## src/rtl/sysregs_6502.sv

```systemverilog
`timescale 1ns/1ps
// sysregs_6502: one-page memory-mapped system register block: boot/SPI/icache CSR, UPA masks, GPIO bank with rising-edge capture, interval timer, level IRQ.
// Optional macro SYSREGS_GPIO_SYNC_EN inserts a 2-flop synchroniser on gpio_in.
module sysregs_6502 #(
  parameter logic [7:0]  BASE_PAGE   = 8'hDF,
  parameter int unsigned NUM_GPIO    = 4,
  parameter int unsigned TIMER_WIDTH = 16,
  parameter int unsigned ENABLE_UPA  = 1
) (
  input  logic                clk,
  input  logic                rst,
  input  logic [15:0]         cpu_addr,
  input  logic                cpu_en,
  input  logic                cpu_wr,
  input  logic [7:0]          cpu_wdata,
  input  logic                cpu_rdy,
  output logic                int_en,
  output logic [7:0]          int_rdata,
  output logic                icache_en,
  output logic                skip_int,
  output logic                spi_phase,
  output logic                spi_delay,
  output logic                spi_fast,
  output logic [7:0]          upad,
  output logic [7:0]          upai,
  output logic [7:0]          upazo,
  input  logic [7:0]          gpin,
  output logic [7:0]          gpout,
  input  logic [NUM_GPIO-1:0] gpio_in,
  output logic [NUM_GPIO-1:0] gpio_oe,
  output logic [NUM_GPIO-1:0] gpio_out,
  output logic                irq
);

  localparam int unsigned GW = NUM_GPIO;
  localparam int unsigned TW = TIMER_WIDTH;

  logic [3:0]    off;
  logic          wr_stb;
  logic          rd_stb;
  logic          unused_addr;

  logic          first;
  logic [7:0]    csr;
  logic [7:0]    upad_q;
  logic [7:0]    upai_q;
  logic [7:0]    upazo_q;
  logic [7:0]    gpout_q;
  logic [GW-1:0] oe_q;
  logic [GW-1:0] out_q;
  logic [GW-1:0] rise_en;
  logic [GW-1:0] gpio_stat;
  logic [GW-1:0] gpio_prev;
  logic [GW-1:0] gpio_s;
  logic [GW-1:0] stat_set;
  logic [GW-1:0] stat_clr;

  logic          tmr_run;
  logic          tmr_auto;
  logic          tmr_fired;
  logic [TW-1:0] count;
  logic [TW-1:0] reload;
  logic [15:0]   count_ext;
  logic [15:0]   reload_ext;
  logic [7:0]    hi_shadow;
  logic          tmr_wr;

  // Address decode; the page aliases the 16-register map across addr[7:4].
  assign off         = cpu_addr[3:0];
  assign unused_addr = ^cpu_addr[7:4];
  assign int_en      = (cpu_addr[15:8] == BASE_PAGE);
  assign wr_stb      = int_en & cpu_en & cpu_rdy & cpu_wr;
  assign rd_stb      = int_en & cpu_en & cpu_rdy & ~cpu_wr;
  assign tmr_wr      = wr_stb && (off == 4'hB);

`ifdef SYSREGS_GPIO_SYNC_EN
  logic [GW-1:0] sync1;
  logic [GW-1:0] sync2;

  // Two-flop synchroniser for asynchronous pad inputs.
  always_ff @(posedge clk or posedge rst) begin
    if (rst) begin
      sync1 <= '0;
      sync2 <= '0;
    end else begin
      sync1 <= gpio_in;
      sync2 <= sync1;
    end
  end
  assign gpio_s = sync2;
`else
  assign gpio_s = gpio_in;
`endif

  assign stat_set   = gpio_s & ~gpio_prev & rise_en;
  assign stat_clr   = (wr_stb && (off == 4'hA)) ? GW'(cpu_wdata) : '0;
  assign count_ext  = 16'(count);
  assign reload_ext = 16'(reload);

  // CSR-driven outputs; a write to UPAI drops icache_en for that cycle.
  assign icache_en = csr[0] & ~(wr_stb && (off == 4'h2));
  assign skip_int  = csr[1];
  assign spi_phase = csr[2];
  assign spi_delay = csr[3];
  assign spi_fast  = csr[4];
  assign upad      = (ENABLE_UPA != 0) ? upad_q  : 8'h00;
  assign upai      = (ENABLE_UPA != 0) ? upai_q  : 8'h00;
  assign upazo     = (ENABLE_UPA != 0) ? upazo_q : 8'h00;
  assign gpout     = gpout_q;
  assign gpio_oe   = oe_q;
  assign gpio_out  = out_q;

  // Read mux, combinational and independent of int_en.
  always_comb begin
    int_rdata = 8'h00;
    case (off)
      4'h0: int_rdata = csr;
      4'h1: int_rdata = upad_q;
      4'h2: int_rdata = upai_q;
      4'h3: int_rdata = upazo_q;
      4'h4: int_rdata = gpin;
      4'h5: int_rdata = gpout_q;
      4'h6: int_rdata = 8'(gpio_s);
      4'h7: int_rdata = 8'(oe_q);
      4'h8: int_rdata = 8'(out_q);
      4'h9: int_rdata = 8'(rise_en);
      4'hA: int_rdata = 8'(gpio_stat);
      4'hB: int_rdata = {5'b00000, tmr_fired, tmr_auto, tmr_run};
      4'hC: int_rdata = count_ext[7:0];
      4'hD: int_rdata = hi_shadow;
      default: int_rdata = 8'h00;
    endcase
  end

  // Register file, GPIO capture, timer and IRQ.
  always_ff @(posedge clk or posedge rst) begin
    if (rst) begin
      first     <= 1'b1;
      csr       <= 8'h00;
      upad_q    <= 8'h00;
      upai_q    <= 8'h00;
      upazo_q   <= 8'h00;
      gpout_q   <= 8'h00;
      oe_q      <= '0;
      out_q     <= '0;
      rise_en   <= '0;
      gpio_stat <= '0;
      gpio_prev <= '0;
      tmr_run   <= 1'b0;
      tmr_auto  <= 1'b0;
      tmr_fired <= 1'b0;
      count     <= '0;
      reload    <= '0;
      hi_shadow <= 8'h00;
      irq       <= 1'b0;
    end else if (first) begin
      // Boot cycle: sample straps and seed edge history only.
      first     <= 1'b0;
      csr[4:0]  <= gpin[4:0];
      gpio_prev <= gpio_s;
    end else begin
      if (wr_stb) begin
        case (off)
          4'h0: csr     <= cpu_wdata;
          4'h1: upad_q  <= cpu_wdata;
          4'h2: upai_q  <= cpu_wdata;
          4'h3: upazo_q <= cpu_wdata;
          4'h5: gpout_q <= cpu_wdata;
          4'h7: oe_q    <= GW'(cpu_wdata);
          4'h8: out_q   <= GW'(cpu_wdata);
          4'h9: rise_en <= GW'(cpu_wdata);
          4'hC: reload  <= TW'({reload_ext[15:8], cpu_wdata});
          4'hD: reload  <= TW'({cpu_wdata, reload_ext[7:0]});
          default: ;
        endcase
      end

      gpio_prev <= gpio_s;
      gpio_stat <= (gpio_stat & ~stat_clr) | stat_set;

      if (rd_stb && (off == 4'hC)) begin
        hi_shadow <= count_ext[15:8];
      end

      // A control write pauses the countdown for one cycle and optionally reloads.
      if (tmr_wr) begin
        tmr_run   <= cpu_wdata[0];
        tmr_auto  <= cpu_wdata[1];
        tmr_fired <= tmr_fired & ~cpu_wdata[2];
        if (cpu_wdata[0]) begin
          count <= reload;
        end
      end else if (tmr_run) begin
        if (count != '0) begin
          count <= count - TW'(1);
        end else begin
          tmr_fired <= 1'b1;
          if (tmr_auto) begin
            count <= reload;
          end else begin
            tmr_run <= 1'b0;
          end
        end
      end

      irq <= (csr[5] & tmr_fired) | (csr[6] & (|gpio_stat));
    end
  end

endmodule

```

## config.mk

```make
export PLATFORM = sky130hd
export DESIGN_NAME = sysregs_6502
export DESIGN_NICKNAME = d
export VERILOG_FILES = /design/src/rtl/sysregs_6502.sv
export SDC_FILE = /design/constraint.sdc
export NUM_CORES = 1
export LEC_CHECK = 0
export CAP_MARGIN = 20
export CORE_ASPECT_RATIO = 1.2
export CORE_MARGIN = 5
export CORE_UTILIZATION = 50
export CTS_BUF_LIST = sky130_fd_sc_hd__clkbuf_4 sky130_fd_sc_hd__clkbuf_8 sky130_fd_sc_hd__clkbuf_16
export CTS_CLUSTER_DIAMETER = 50
export DETAILED_ROUTE_END_ITERATION = 16
export GPL_TIMING_DRIVEN = 0
export PLACE_DENSITY = 0.79
export SLEW_MARGIN = 20
export SYNTH_ARGS = -nofsm -noshare
export SYNTH_HDL_FRONTEND = slang
export SYNTH_SLANG_ARGS = --single-unit
```

## constraint.sdc

```tcl
create_clock -name clk -period 3.91 [get_ports clk]
set_input_delay 0.782 -clock clk [delete_from_list [all_inputs] [get_ports clk]]
set_output_delay 0.782 -clock clk [all_outputs]
set_load 0.005 [all_outputs]
```

==> results of run 1 <==
==> routing by layer <==
metal  wire [µm]  vias up  GRT usage, %
met1        7130     2445          35.3
met2        8970      256          45.0
met5           0        -             0
met4         676        0          13.0
li1            -     2163             -
met3        1410       50          4.83
==> worst min-delay path, stage by stage (launching register included) <==
cell     delay, ns
dfrtp_1       0.35
nand2_1       0.05
o21ai_0       0.06
==> synth_stat cells, types with 6 or more instances <==
cell        n  share of area (%)
mux2i_1    25                4.4
o22ai_1     6               0.66
nand4_1     7               0.77
dfrtp_1   104                 46
a21oi_1    19                1.7
nor4_1      8               0.89
nor2_1     20                1.3
o21ai_0    21                1.9
clkbuf_1   21                1.4
nor3_1     16                1.4
nand2_1    38                2.5
o22ai_2     7                1.5
inv_1      16                1.1
nor2b_1     7               0.77
a221oi_1   14                2.2
mux2_2     74                 15
or4_1       6               0.80
nand3_1    13                1.2
==> cells by family (layout without fill, tap and decap cells) <==
family / after synthesis / count (layout) / synth area share, %
AO/OA/AOI/OAI: 107 / 107 / 14.0
adder cells (fa/ha/maj): 2 / 2 / 0.443
buffers and inverters: 48 / 154 / 3.70
flip-flops: 105 / 105 / 46.5
multiplexers: 101 / 101 / 20.0
other: 1 / 1 / 0.0664
AND/OR/NAND/NOR: 155 / 155 / 15.3
==> per-stage QoR <==
step / TNS (ns) / util, %
global placement: -115.42 / 61.0
detailed placement: -4.16 / 61.4
global route: -0.00354 / 64.7
floorplan: 0 / -
finish: 0 / 64.7
CTS: 0 / 64.6
==> state kept, by name, summed over array words and instances, names as in the netlist, 8 cells and up <==
name / count
gpout: 8
upai: 8
upad: 8
hi_shadow: 8
reload: 16
csr: 8
count: 16
upazo: 8
==> report_power, final <==
| group | internal (mW) | leakage (nW) | switching, mW |
|---|---|---|---|
| clock network | 0.513 | 0.149 | 0.423 |
| registers | 1.13 | 1.38 | 0.0771 |
| logic | 0.167 | 1.61 | 0.218 |
| total | 1.81 | 3.15 | 0.719 |
==> worst paths after layout <==
path	slack (ns)	startpoint	endpoint	cells past startpoint
max	0.02	cpu_addr[1]	int_rdata[6]	8
min	0.49	irq$_DFFE_PP0N_	irq$_DFFE_PP0N_	2
max reg2reg	1.16	count[0]$_DFFE_PP0P_	count[4]$_DFFE_PP0P_	9
min reg2reg	0.49	irq$_DFFE_PP0N_	irq$_DFFE_PP0N_	2
max in group asynchronous	2.45	rst	first$_DFF_PP1_	3
min in group asynchronous	0.76	rst	hi_shadow[5]$_DFFE_PP0P_	2
==> what timing repair did <==
action                                 in CTS  in global routing
setup buffers                               0                  0
resized for setup                          25                  6
endpoints found under the hold margin       0                  0
cloned                                      0                  0
setup endpoints to repair                   8                  7
pin swaps                                   1                  0
==> layout by cell type (no fill, tap or decap), types with 11 or more instances in the layout <==
cell	n
o21ai_0	20
nor2_1	20
nor3_1	14
clkdlybuf4s50_1	88
mux2_2	74
a221oi_1	14
clkbuf_1	11
a21oi_1	19
nand3_1	13
dfrtp_1	104
inv_1	15
nand2_1	38
mux2i_1	25
==> final cells by class <==
class	count	area, µm²	area share, %
Buffer	30	186	2.61
Clock buffer	10	233	3.26
Clock inverter	6	80.1	1.12
Inverter	16	65.1	0.911
Multi-Input combinational cell	366	2850	39.9
Sequential cell	105	2630	36.8
Tap cell	132	165	2.31
Timing Repair Buffer	92	938	13.1
==> metrics.csv, run 1 <==
stage,metric,value,unit
sta,hold_ws,0.490,ns
floorplanning,die-area,0.0135,mm²
layout,diodes,0,
placed_design,post-place-cells,743,
setup_path,required,3.13,ns
logic_synthesis,synth_nets,562,
clock_tree,cts_buffers,9,
power,p_per_area,353,mW/mm²
clock_tree,cts_tree,yes,
clock_tree,clk_pin_slew,0.07,ns
setup_path,crit_slowest_cell,clkdlybuf4s50_1,
logic_synthesis,synth-seq-area-share,46.5,%
layout,synthToLayoutAreaGrowth,26.4,%
sta,fmax,0.257,GHz
layout,final_layout_size_suffix_gt1_share,21.4,%
status,run_status,"complete, no violations",
layout,final_area,0.00714,mm²
global_routing,grt_pass1_vias,5082,
route,ant_nets,0,
hold_path,min_path_type,register to register,
placed_design,dp_slack,-0.802,ns
sta,setup_slack,0.0183,ns
sta,worstMarginPinSlew,0.843,ns
global_routing,antenna_found_initial,0,
flow_run,cap_violations,0,
clock_tree,clk_latency,0.35,ns
route,wirelength,18200,µm
clock_tree,cts_sinks,105,
floorplanning,die_h,126,µm
placed_design,hpwl,13500,µm
logic_synthesis,synth_edf_count,0,
logic_synthesis,ys.flop_type,dfrtp_1,
layout,layoutNonFillerInstCount,757,
sta,fin_skew,0.00592,ns
placed_design,io_buffer_count,91,
setup_path,crit_fanout,10,
power,peakVddDrop,0.000211,V
logic_synthesis,postSynthCellCount,519,
layout,fin_nets,663,
global_routing,grt_pass1_wl,28600,µm
route,drcViolationCount,0,
route,wl_per_cell,24.0,µm
clock_tree,cts_root_buf,clkbuf_16,
floorplanning,die_width,107,µm
placed_design,place.gp.congestion,0.987,
setup_path,cp.buffers_inverters,3,
route,dr_total_vias,4914,
sta,maxSlewHeadroom,43.8,%
logic_synthesis,async_reset_ff_share,100,%
logic_synthesis,ys_types,59,
logic_synthesis,ys_seq_elements,105,
route,via_per_inst,6.49,
floorplanning,initial_utilization,51.2,%
global_routing,grt_use_total,27.5,%
clock_tree,ctsHoldBuffers,0,
sta,period_share,99.5,%
sta,setup-violations-final,0,
power,total_power,2.52,mW
floorplanning,std_cell_rows,42,
power,p_leak,3.15,nW
logic_synthesis,synth_area,0.00565,mm²
setup_path,startpoint_type,input pin,
setup_path,critical_path.top_delay_family,buffers and inverters,
route,drtIter0Drc,389,
floorplanning,io_pins,96,
layout,n_fill_cell,927,
placed_design,placed_area,0.00677,mm²
setup_path,end_kind,output pin,
clock_tree,htree_levels,3,
sta,period_needed,3.89,ns
global_routing,overflow,0,
setup_path,critPathArrivalTime,3.11,ns
sta,hold_viol,0,
floorplanning,core_area,0.0110,mm²
setup_path,slowest_delay,0.55,ns
sta,drv_slew,0,
route,firstDrtPassIters,6,
setup_path,worstPathCellList,clkdlybuf4s50_1 -> buf_4 -> nand2b_1 -> nor3_1 -> a22o_1 -> a21oi_1 -> o221ai_1 -> clkdlybuf4s50_1,
logic_synthesis,yosysWarningCount,0,
setup_path,cpMostUsedCell,clkdlybuf4s50_1,
global_routing,grt_max_degree,77,
logic_synthesis,syn_area_per_cell,10.9,µm²
setup_path,worstSetupPathType,input pin to output pin,
clock_tree,clockBufferDepth,2,
No activity file was read; power rests on OpenSTA's default activity.
==> run 2, diff against run 1 <==
--- a/config.mk
+++ b/config.mk
@@ -6,7 +6,7 @@
 export NUM_CORES = 1
 export LEC_CHECK = 0
 export CAP_MARGIN = 20
-export CORE_ASPECT_RATIO = 1.2
+export CORE_ASPECT_RATIO = 0.7
 export CORE_MARGIN = 5
 export CORE_UTILIZATION = 50
 export CTS_BUF_LIST = sky130_fd_sc_hd__clkbuf_4 sky130_fd_sc_hd__clkbuf_8 sky130_fd_sc_hd__clkbuf_16
==> run 2 against run 1 <==
Compared with the run above:
- cell count is 2.8% higher
- fmax rose by 1.1%
- non-clock buffer count rose by 1
- final area up 0.19%
- routed wire length up 4.8%
- worst hold slack improved by 0.017 ns
- sequential power hardly changed
- clock skew up 0.0031 ns
- utilization barely moved
- largest cell class unchanged
- sequential share of layout area down 0.071 points
- total power is 2.5% lower
==> metrics.csv, run 2 (synthesized netlist as in run 1, its figures left out) <==
stage,metric,value,unit,change
layout,fin_nets,664,,was 663
setup_path,end_kind,output pin,,unchanged
placed_design,hpwl,14100,µm,was 13500 µm
setup_path,critPathArrivalTime,3.07,ns,was 3.11 ns
global_routing,antenna_found_initial,0,,unchanged
layout,layout_commonest_cell,dfrtp_1,,unchanged
clock_tree,cts_tree,yes,,unchanged
route,dr_total_vias,5052,,was 4914
placed_design,place.gp.congestion,1.00,,was 0.987
route,via_per_inst,6.49,,about the same
layout,final_layout_size_suffix_gt1_share,22.2,%,was 21.4%
layout,largestRegisters,"count x16, reload x16",,unchanged
clock_tree,clk_latency,0.35,ns,about the same
sta,fin_skew,0.00904,ns,was 0.00592 ns
status,run_status,"complete, no violations",,unchanged
global_routing,overflow,0,,unchanged
placed_design,io_buffer_count,91,,unchanged
floorplanning,core_area,0.0111,mm²,was 0.0110 mm²
route,drtIter0Drc,559,,was 389
route,ant_nets,0,,unchanged
layout,mostFrequentLayoutCells,"dfrtp_1, clkdlybuf4s50_1, mux2_2",,unchanged
floorplanning,std_cell_rows,32,,was 42
setup_path,r2r_cells,9,,unchanged
route,wl_per_cell,24.5,µm,was 24.0 µm
layout,synthToLayoutAreaGrowth,26.7,%,was 26.4%
global_routing,grt_use_total,29.1,%,was 27.5%
power,total_power,2.46,mW,was 2.52 mW
layout,final_area,0.00716,mm²,was 0.00714 mm²
setup_path,setup.worst_path.start,cpu_addr[0],,was cpu_addr[1]
power,peakVddDrop,0.000221,V,was 0.000211 V
clock_tree,cts_buffers,9,,unchanged
route,wirelength,19100,µm,was 18200 µm
sta,drv_slew,0,,unchanged
global_routing,grt_pass1_vias,5133,,was 5082
clock_tree,clockBufferDepth,2,,unchanged
route,firstDrtPassIters,5,,was 6
sta,period_needed,3.85,ns,was 3.89 ns
sta,maxSlewHeadroom,43.2,%,was 43.8%
setup_path,startpoint_type,input pin,,unchanged
layout,diodes,0,,unchanged
sta,fmax,0.260,GHz,was 0.257 GHz
setup_path,worstSetupPathType,input pin to output pin,,unchanged
sta,period_share,98.4,%,was 99.5%
clock_tree,cts_root_buf,clkbuf_16,,unchanged
clock_tree,ctsHoldBuffers,0,,unchanged
clock_tree,htree_levels,3,,unchanged
floorplanning,initial_utilization,51.1,%,was 51.2%
placed_design,placed_area,0.00680,mm²,was 0.00677 mm²
setup_path,rr_endpoint,count[4]$_DFFE_PP0P_,,unchanged
setup_path,crit_fanout,10,,unchanged
clock_tree,cts_sinks,105,,unchanged
sta,hold_ws,0.507,ns,was 0.490 ns
sta,setup-violations-final,0,,unchanged
setup_path,required,3.13,ns,about the same
global_routing,grt_pass1_wl,29900,µm,was 28600 µm
sta,worstMarginPinSlew,0.848,ns,was 0.843 ns
route,drcViolationCount,0,,unchanged
sta,rsz0062_at_grt,yes,,
floorplanning,io_pins,96,,unchanged
flow_run,cap_violations,0,,unchanged
setup_path,cp-endpoint,int_rdata[3],,was int_rdata[6]
power,p_per_area,344,mW/mm²,was 353 mW/mm²
setup_path,rrSetupSlack,1.11,ns,was 1.16 ns
clock_tree,clk_pin_slew,0.07,ns,about the same
setup_path,reg2reg_from,count[0]$_DFFE_PP0P_,,unchanged
floorplanning,die_width,137,µm,was 107 µm
floorplanning,die-area,0.0136,mm²,was 0.0135 mm²
sta,hold_viol,0,,unchanged
power,p_leak,3.13,nW,was 3.15 nW
floorplanning,die_h,99.0,µm,was 126 µm
sta,fin_tns_setup,0,ns,unchanged
hold_path,min_path_cells,2,,unchanged
global_routing,grt_max_degree,63,,was 77
hold_path,min_path_type,register to register,,unchanged
[run 2: what timing repair did]
| action | in CTS | in global routing |
|---|---|---|
| hold endpoints to repair | 0 | 0 |
| resized for setup | 23 | 18 |
| setup buffers | 0 | 0 |
| pin swaps | 0 | 1 |
| setup endpoints to repair | 8 | 6 |
[run 2: layout make-up]
type | instances | area [µm²]
fillers | 917 | 3890
multi-input cells | 366 | 2860
flip-flops and latches | 105 | 2630
repair buffers | 92 | 936
clock buffers | 9 | 225
plain buffers | 31 | 200
well taps | 153 | 191
inverters | 16 | 68.8
clock inverters | 6 | 51.3
[run 2: how the worst min path moves through the flow]
stage	startpoint	to
final	irq$_DFFE_PP0N_	irq$_DFFE_PP0N_
after global routing	hi_shadow[3]$_DFFE_PP0P_	hi_shadow[3]$_DFFE_PP0P_
after detailed placement	irq$_DFFE_PP0N_	irq$_DFFE_PP0N_
after global placement	irq$_DFFE_PP0N_	irq$_DFFE_PP0N_
after floorplan	gpio_stat[0]$_DFFE_PP0N_	gpio_stat[0]$_DFFE_PP0N_
after CTS	irq$_DFFE_PP0N_	irq$_DFFE_PP0N_
[run 2: power breakdown]
group          internal [mW]  switching, mW  total, mW
clock                  0.438          0.429      0.867
combinational          0.169          0.226      0.395
sequential              1.13         0.0728       1.20
total                   1.73          0.728       2.46
[run 2: metrics by stage]
step	instances	utilization, %	setup slack, ns
6_report	778	64.8	0.0619
5_1_grt	778	64.8	-0.0247
4_1_cts	779	64.5	0.0162
3_5_place_dp	764	61.5	-0.762
3_3_place_gp	763	61.1	-1.05
2_1_floorplan	519	-	0.369
[run 2: metal layers]
layer,up-vias,routed length [µm],global-route usage (%)
li1,2165,-,-
met1,2505,8430,43.4
met2,350,7970,40.2
met3,32,2330,9.85
met4,0,331,7.82
met5,-,0,0
[run 2: critical path, cell delays in order]
cell             delay (ns)
dlygate4sd2_1          0.44
clkbuf_4               0.32
buf_4                  0.24
nor3b_1                0.10
a31oi_1                0.21
o22ai_1                0.12
a221oi_1               0.22
o21ai_0                0.16
clkdlybuf4s50_1        0.47
